==> config.mk <==
export PLATFORM = sky130hd
export DESIGN_NAME = bin2bcd_seq
export DESIGN_NICKNAME = d
export VERILOG_FILES = /design/src/rtl/bin2bcd_seq.sv
export SDC_FILE = /design/constraint.sdc
export NUM_CORES = 1
export LEC_CHECK = 0
export CORE_MARGIN = 4
export CORE_UTILIZATION = 36
export DETAILED_ROUTE_END_ITERATION = 10
export PLACE_DENSITY = 0.68
export SLEW_MARGIN = 15
export SYNTH_ARGS = -nofsm -noshare
export SYNTH_HDL_FRONTEND = slang
export SYNTH_SLANG_ARGS = --single-unit
==> constraint.sdc <==
create_clock -name CLOCK_50 -period 1.8 [get_ports CLOCK_50]
set_input_delay 0.27 -clock CLOCK_50 [delete_from_list [all_inputs] [get_ports CLOCK_50]]
set_output_delay 0.27 -clock CLOCK_50 [all_outputs]
set_load 0.02 [all_outputs]
==> src/rtl/bin2bcd_seq.sv <==
`default_nettype none
// ============================================================================
// Module   : bin2bcd_seq
// Brief    : Sequential shift-add-3 binary to packed BCD converter, one input
//            bit per clock. Optional leading-zero mask: define LEAD_BLANK_EN.
// Revision : 1.0  initial release
// ============================================================================
module bin2bcd_seq #(
  parameter int BIN_W  = 20,
  parameter int DIGITS = 6
) (
  input  logic                  CLOCK_50,
  input  logic                  rst_n,
  input  logic                  start,
  input  logic [BIN_W-1:0]      bin,
  output logic                  busy,
  output logic                  done,
  output logic [4*DIGITS-1:0]   bcd,
  output logic                  overflow,
  output logic [DIGITS-1:0]     blank
);

  localparam int BCD_W = 4 * DIGITS;
  localparam int CNT_W = $clog2(BIN_W + 1);

  typedef logic [BIN_W+4:0] wide_t;
  typedef logic [BIN_W:0]   pow_t;

  // 10^DIGITS clamped to 2^BIN_W: anything at or above that cannot be reached
  // by bin, so the clamp never changes the overflow decision.
  function automatic pow_t pow10_sat();
    wide_t p;
    wide_t lim;
    lim = wide_t'(1) << BIN_W;
    p   = wide_t'(1);
    for (int i = 0; i < DIGITS; i++) begin
      p = p * wide_t'(10);
      if (p >= lim) p = lim;
    end
    return pow_t'(p);
  endfunction

  localparam pow_t c_pow10 = pow10_sat();

  typedef enum logic [1:0] {
    S_IDLE  = 2'd0,
    S_SHIFT = 2'd1,
    S_DONE  = 2'd2
  } state_t;

  state_t             r_state;
  state_t             w_state_next;
  logic [BIN_W-1:0]   r_shift;
  logic [BCD_W-1:0]   r_scratch;
  logic [CNT_W-1:0]   r_cnt;
  logic               r_ovf_q;
  logic [BCD_W-1:0]   r_bcd;
  logic               r_overflow;

  logic [BCD_W-1:0]   w_adj;
  logic [BCD_W-1:0]   w_scratch_next;
  logic [BIN_W-1:0]   w_shift_next;
  logic               w_last;

  genvar gi;
  generate
    for (gi = 0; gi < DIGITS; gi++) begin : g_digit
      assign w_adj[4*gi +: 4] = (r_scratch[4*gi +: 4] >= 4'd5) ?
                                (r_scratch[4*gi +: 4] + 4'd3) :
                                r_scratch[4*gi +: 4];
    end
  endgenerate

  // The bit leaving the top digit is dropped by the truncating cast, which
  // yields bin mod 10^DIGITS.
  assign w_scratch_next = BCD_W'({w_adj, r_shift[BIN_W-1]});
  assign w_shift_next   = r_shift << 1;
  assign w_last         = (r_cnt == CNT_W'(1));

  always_ff @(posedge CLOCK_50 or negedge rst_n) begin
    if (!rst_n) begin
      r_state <= S_IDLE;
    end else begin
      r_state <= w_state_next;
    end
  end

  always_comb begin
    w_state_next = r_state;
    case (r_state)
      S_IDLE:  if (start)  w_state_next = S_SHIFT;
      S_SHIFT: if (w_last) w_state_next = S_DONE;
      S_DONE:              w_state_next = S_IDLE;
      default:             w_state_next = S_IDLE;
    endcase
  end

  always_ff @(posedge CLOCK_50 or negedge rst_n) begin
    if (!rst_n) begin
      r_shift    <= '0;
      r_scratch  <= '0;
      r_cnt      <= '0;
      r_ovf_q    <= 1'b0;
      r_bcd      <= '0;
      r_overflow <= 1'b0;
    end else begin
      case (r_state)
        S_IDLE: begin
          if (start) begin
            r_shift   <= bin;
            r_scratch <= '0;
            r_cnt     <= CNT_W'(BIN_W);
            r_ovf_q   <= ({1'b0, bin} >= c_pow10);
          end
        end
        S_SHIFT: begin
          r_shift   <= w_shift_next;
          r_scratch <= w_scratch_next;
          r_cnt     <= r_cnt - CNT_W'(1);
          // Results are published on the final shift so they are already
          // valid in the cycle done is high.
          if (w_last) begin
            r_bcd      <= w_scratch_next;
            r_overflow <= r_ovf_q;
          end
        end
        default: ;
      endcase
    end
  end

  assign busy     = (r_state != S_IDLE);
  assign done     = (r_state == S_DONE);
  assign bcd      = r_bcd;
  assign overflow = r_overflow;

`ifdef LEAD_BLANK_EN
  logic [DIGITS-1:0] w_blank_next;
  logic [DIGITS-1:0] r_blank;

  always_comb begin
    logic w_run;
    w_run        = 1'b1;
    w_blank_next = '0;
    for (int i = DIGITS - 1; i >= 1; i--) begin
      w_run           = w_run & (w_scratch_next[4*i +: 4] == 4'd0);
      w_blank_next[i] = w_run;
    end
  end

  always_ff @(posedge CLOCK_50 or negedge rst_n) begin
    if (!rst_n) begin
      r_blank <= '0;
    end else if ((r_state == S_SHIFT) && w_last) begin
      r_blank <= w_blank_next;
    end
  end

  assign blank = r_blank;
`else
  assign blank = '0;
`endif

endmodule
`default_nettype wire

==> results of run 1 <==
repair_timing:
| item | in CTS | in global routing |
|---|---|---|
| hold buffers | 1 | 0 |
| endpoints found under the hold margin | 35 | 0 |
| endpoints found under the setup margin | 1 | 3 |
| resized for setup | 1 | 3 |
| buffers inserted | 0 | 0 |
worst max-delay path, stage by stage (launching register included):
cell and delay, ps:
dfrtp_1 390, inv_1 90, ha_1 150, nor4b_4 270
nand2_4 240, inv_1 310, a31oi_1 120
kinds of logic after synthesis:
kind of cell,count (synthesis)
AOI/OAI and AO/OA,102
xor gates and xnor gates,6
adders and majority gates,14
buffers and inverters,39
DFF,77
muxes,10
other,1
and+or+nand+nor,124
placed cells by master, fill, tap and decap left out, drive strengths merged, types with 7 or more instances in the layout:
master and count:
dfrtp 77, clkbuf 12, a22oi 18, a21oi 18, nand3 14, ha 14, mux2 8, o21ai 57
inv 16, nand2b 7, buf 15, nand2 73, nor3 7, clkdlybuf4s50 46
final cells by class:
| class | count | share of cell area (%) |
|---|---|---|
| Sequential cell | 77 | 42.01 |
| Multi-Input combinational cell | 262 | 35.13 |
| Timing Repair Buffer | 64 | 13.99 |
| Tap cell | 133 | 3.628 |
| Clock buffer | 12 | 3.164 |
| Inverter | 16 | 1.309 |
| Clock inverter | 2 | 0.7638 |
through the flow:
| step | total power [W] | utilization, % | TNS (ps) | cell area, um^2 |
|---|---|---|---|---|
| after detailed placement | 0.006993 | 44.28 | -274.8 | 4388 |
| final | 0.008194 | 46.29 | 0 | 4587 |
| after global placement | 0.006817 | 44.28 | -23.73 | 4388 |
| after CTS | 0.008264 | 46.19 | 0 | 4577 |
| after global routing | 0.008873 | 46.29 | 0 | 4587 |
| after floorplan | 0.005627 | - | 0 | 3730 |
sequential cells by signal (all words and copies together) (netlist names):
name       cells
overflow       1
r_ovf_q        1
r_scratch     24
bcd           24
r_cnt          5
r_shift       20
r_state        2
how the worst min path moves through the flow:
stage / cells after the start / from / slack [ps] / to
after detailed placement: 1 / rst_n / 270 / r_shift[0]
after global routing: 2 / rst_n / 480 / r_shift[11]
after floorplan: 0 / rst_n / -30 / bcd[0]
final: 2 / rst_n / 430 / r_shift[3]
after global placement: 1 / rst_n / 260 / r_shift[4]
after CTS: 2 / rst_n / 440 / r_shift[9]
power by group:
part           switching [W]  leakage, nW  internal (W)
sequential          0.000593        0.969       0.00252
clock               0.000589       0.0923      0.000663
combinational        0.00210        0.966       0.00172
total                0.00329         2.03       0.00491
per-layer routing:
| layer | up-vias | track usage, % |
|---|---|---|
| met1 | 1357 | 18.02 |
| met5 | - | 0 |
| met3 | 15 | 3.464 |
| met2 | 88 | 22.89 |
| li1 | 1397 | - |
| met4 | 0 | 4.630 |
==> impl_metrics.json, run 1 <==
{
  "start_kind": "flip-flop",
  "r2r_slack_ps": 100,
  "synth-edff-count": 0,
  "overflow": 0,
  "cp-startpoint": "r_cnt[1]",
  "drt_iter0_drc": 114,
  "worst_ep_arrival_time_ps": 1910,
  "n_fill_cell": 950,
  "fin_nets": 467,
  "setup_violations": 0,
  "tightest_slew_ps": 693.4,
  "dp_slack_ps": -31.24,
  "grt_use_total_pct": 13.94,
  "synth_top_cell_area_share_pct": 51.92,
  "path_class": "flip-flop to flip-flop",
  "dr.pass1.iters": 4,
  "wl_met3_um": 477,
  "fin_ws_ps": 99.85,
  "hold_slack_ps": 431.9,
  "top_layer_used": "met4",
  "rr_worst_depth": 6,
  "grt_pass1_vias": 2802,
  "antenna_cells": 0,
  "cp-end-kind": "flip-flop",
  "synth-simple-area-share_pct": 16.49,
  "slew_violations": 0,
  "synth_xor_area_share_pct": 1.416,
  "die_height_um": 109.5,
  "cts_buffers": 9,
  "max_freq_mhz": 588.2,
  "num_rows": 36,
  "multi_input_area_mm2": 0.001612,
  "clk_pin_slew_ps": 70,
  "insertion_delay_ps": 340,
  "synth_top_family_by_area": "compound AO/OA/AOI/OAI gates",
  "grt_max_degree": 38,
  "period_needed_ps": 1700,
  "synth_area_leaders": "dfrtp_1, nand2_1, o21ai_0, ha_1, a22oi_1",
  "synth_most_common_cell": "dfrtp_1",
  "cts_tree": "done",
  "area_growth_pct": 23.60,
  "r2r-end": "bcd[15]",
  "rsz0062_at_grt": "false",
  "clock-sinks": 77,
  "syn-cell-area_mm2": 0.003711,
  "crit_end": "bcd[15]",
  "path_max_fanout": 19,
  "synth-seq-cells": 77,
  "min_path_type": "primary input to asynchronous set/reset pin",
  "period_share_pct": 94.45,
  "vias": 2857,
  "dieArea_mm2": 0.01200,
  "clock-root-buffer": "clkbuf_8",
  "core_area_mm2": 0.009910,
  "cp.required_ps": 2010,
  "grt_pass1_wl_um": 13280,
  "port_buffers": 49,
  "relSlewSlack_pct": 53.73,
  "dp_hpwl_um": 5647,
  "htreeDepth": 3,
  "ir_drop_mv": 0.6500,
  "wl_met1_um": 3620,
  "clockBufferDepth": 2,
  "ant_nets": 0,
  "num_io_pins": 56,
  "yosys-mux-area-fraction_pct": 3.169,
  "register_area_mm2": 0.001927,
  "syn_area_per_cell_um2": 9.949,
  "static-leakage-power_nw": 2.026,
  "synth-seq-area-share_pct": 51.92,
  "postSynthCellCount": 373,
  "synth_compound_area_share_pct": 16.76,
  "start_util_pct": 37.45,
  "drc": 0,
  "synth_cell_types": 36,
  "power_density_mw_per_mm2": 1786,
  "dp.cells": 551,
  "final_cells": 566,
  "status": "complete, no violations",
  "yosysWarnings": 0,
  "ys.flop_type": "dfrtp_1",
  "hold_violations": 0,
  "wl_um": 7908,
  "synth_top_area_cell": "dfrtp_1",
  "place_congestion": 0.7790,
  "fin_skew_ps": 9.335,
  "route.met2.wl_um": 3698,
  "viasPerCell": 5.048,
  "async_flop_share_pct": 100.0,
  "wl_per_cell_um": 13.97,
  "synth_common_cells": "dfrtp_1, nand2_1, o21ai_0, a21oi_1, a22oi_1",
  "timing.rr.start": "r_cnt[1]",
  "die_w_um": 109.5,
  "synth_fa_ha_area_share_pct": 4.720,
  "cap_violations": 0,
  "antenna_found_initial": 0,
  "drive_gt1_share_pct": 13.86
}
No activity file was read; power rests on OpenSTA's default activity.
==> run 2: changes to the inputs <==
Settings changed: CORE_UTILIZATION 36 to 40, HOLD_SLACK_MARGIN set to 0.03, PLACE_DENSITY 0.68 to 0.73.
==> impl_metrics.json, run 2 (synthesis gave the netlist of run 1 again) <==
{
  "antenna_cells": 0,
  "period_share_pct": 94.10,
  "min_path_type": "primary input to asynchronous set/reset pin",
  "netSwitchingPower_w": 0.003326,
  "num_rows": 34,
  "hold_slack_ps": 344.6,
  "worst-path-buf-inv": 1,
  "rr_worst_depth": 6,
  "crit_family": "compound AO/OA/AOI/OAI gates",
  "max_freq_mhz": 590.4,
  "cp-startpoint": "r_scratch[4]",
  "viasPerCell": 5.305,
  "fin_ws_ps": 106.2,
  "antenna_found_initial": 0,
  "clock-sinks": 77,
  "static-leakage-power_nw": 2.035,
  "drive_gt1_share_pct": 14.09,
  "htreeDepth": 3,
  "r2r_slack_ps": 110,
  "port_buffers": 49,
  "num_io_pins": 56,
  "clock-root-buffer": "clkbuf_8",
  "layout_common_cells": "dfrtp_1, nand2_1, clkdlybuf4s50_1, o21ai_0, a22oi_1",
  "vias": 2870,
  "intPower_w": 0.005062,
  "dieArea_mm2": 0.01088,
  "r2r-end": "r_scratch[6]",
  "slowest_stage": "dfrtp_1",
  "area_growth_pct": 23.84,
  "path_class": "flip-flop to flip-flop",
  "drc": 0,
  "period_needed_ps": 1694,
  "clockBufferDepth": 2,
  "cp_num_cells": 6,
  "cap_violations": 0,
  "setup_violations": 0,
  "fin_util_pct": 51.69,
  "insertion_delay_ps": 340,
  "cts_tree": "done",
  "start_kind": "flip-flop",
  "p_comb_share_pct": 45.5,
  "slew_violations": 0,
  "dp_hpwl_um": 5519,
  "dr.pass1.iters": 4,
  "grt_use_total_pct": 14.92,
  "netSwitchingFraction_pct": 39.65,
  "ant_nets": 0,
  "cp.required_ps": 2060,
  "die_w_um": 104.3,
  "p_clk_share_pct": 17.4,
  "start_util_pct": 41.74,
  "wl_um": 7723,
  "worst_ep_arrival_time_ps": 1960,
  "clk_pin_slew_ps": 80,
  "place_congestion": 0.7972,
  "crit_end": "r_scratch[6]",
  "final_common_cell": "dfrtp_1",
  "rsz0062_at_grt": "false",
  "grt_max_degree": 38,
  "fin_nets": 465,
  "timing.rr.start": "r_scratch[4]",
  "cp-end-kind": "flip-flop",
  "tns_ps": 0,
  "wl_per_cell_um": 14.28,
  "overflow": 0,
  "grt_pass1_wl_um": 13530,
  "core_area_mm2": 0.008891,
  "hold_violations": 0,
  "power_density_mw_per_mm2": 1825,
  "slowest_delay_ps": 410,
  "path_max_fanout": 4,
  "grt_pass1_vias": 2941,
  "cts_buffers": 9,
  "dp_slack_ps": 105.0,
  "fin_skew_ps": 8.689,
  "drt_iter0_drc": 144,
  "crit_chain": "inv_1, ha_1, nand2b_1, a21oi_1, mux2_2, o21ai_0",
  "status": "complete, no violations",
  "ir_drop_mv": 0.9107,
  "die_height_um": 104.3,
  "seqPwrFrac_pct": 37.1
}
[run 2: area by class of cell]
cell class,count,area (um^2)
clock buffers,11,141.4
well taps,108,135.1
flip-flops and latches,77,1927
repair buffers,62,635.6
multi-input cells,262,1613
clock inverters,5,83.83
inverters,16,60.06
fillers,776,4295
[run 2: metrics by stage]
| stage | cells | total power, W | area [um^2] |
|---|---|---|---|
| 6_report | 541 | 0.008388 | 4596 |
| 5_1_grt | 541 | 0.009081 | 4596 |
| 4_1_cts | 541 | 0.008426 | 4584 |
| 3_5_place_dp | 524 | 0.006967 | 4352 |
| 3_3_place_gp | 524 | 0.006794 | 4352 |
| 2_1_floorplan | 378 | 0.005627 | 3730 |
[run 2: how the worst min path moves through the flow]
stage / end / cells past startpoint
6_report: bcd[5] / 2
5_1_grt: bcd[5] / 2
4_1_cts: bcd[5] / 2
3_5_place_dp: r_scratch[9] / 1
3_3_place_gp: bcd[9] / 1
2_1_floorplan: bcd[0] / 0
[run 2: what timing repair did]
item                                   4_1_cts  5_1_grt
buffers inserted                             0        0
hold buffers                                 1        0
gates cloned                                 0        0
setup endpoints to repair                    2        3
endpoints found under the hold margin       18        0
gates resized for setup                      2        3
pin swaps                                    0        0
[run 2: metal layers]
| layer | vias up | wire, um | track usage [%] |
|---|---|---|---|
| met3 | 12 | 477 | 3.352 |
| li1 | 1397 | - | - |
| met1 | 1377 | 3605 | 19.78 |
| met4 | 0 | 110 | 4.843 |
| met5 | - | 0 | 0 |
| met2 | 84 | 3531 | 24.22 |
[run 2: power by group through the flow]
stage / registers (W) / logic (W) / clock network [W]
detailed placement: 0.00312 / 0.00384 / 0
global route: 0.00324 / 0.00427 / 0.00158
finish: 0.00311 / 0.00382 / 0.00146
CTS: 0.00311 / 0.00383 / 0.00149
global placement: 0.00310 / 0.00369 / 0
floorplan: 0.00332 / 0.00231 / 0
==> run 3: changes to the inputs <==
Settings changed: CTS_CLUSTER_DIAMETER set to 150.
==> results of run 3 <==
No change in the layout: final DEF, timing and power equal those of run 2.
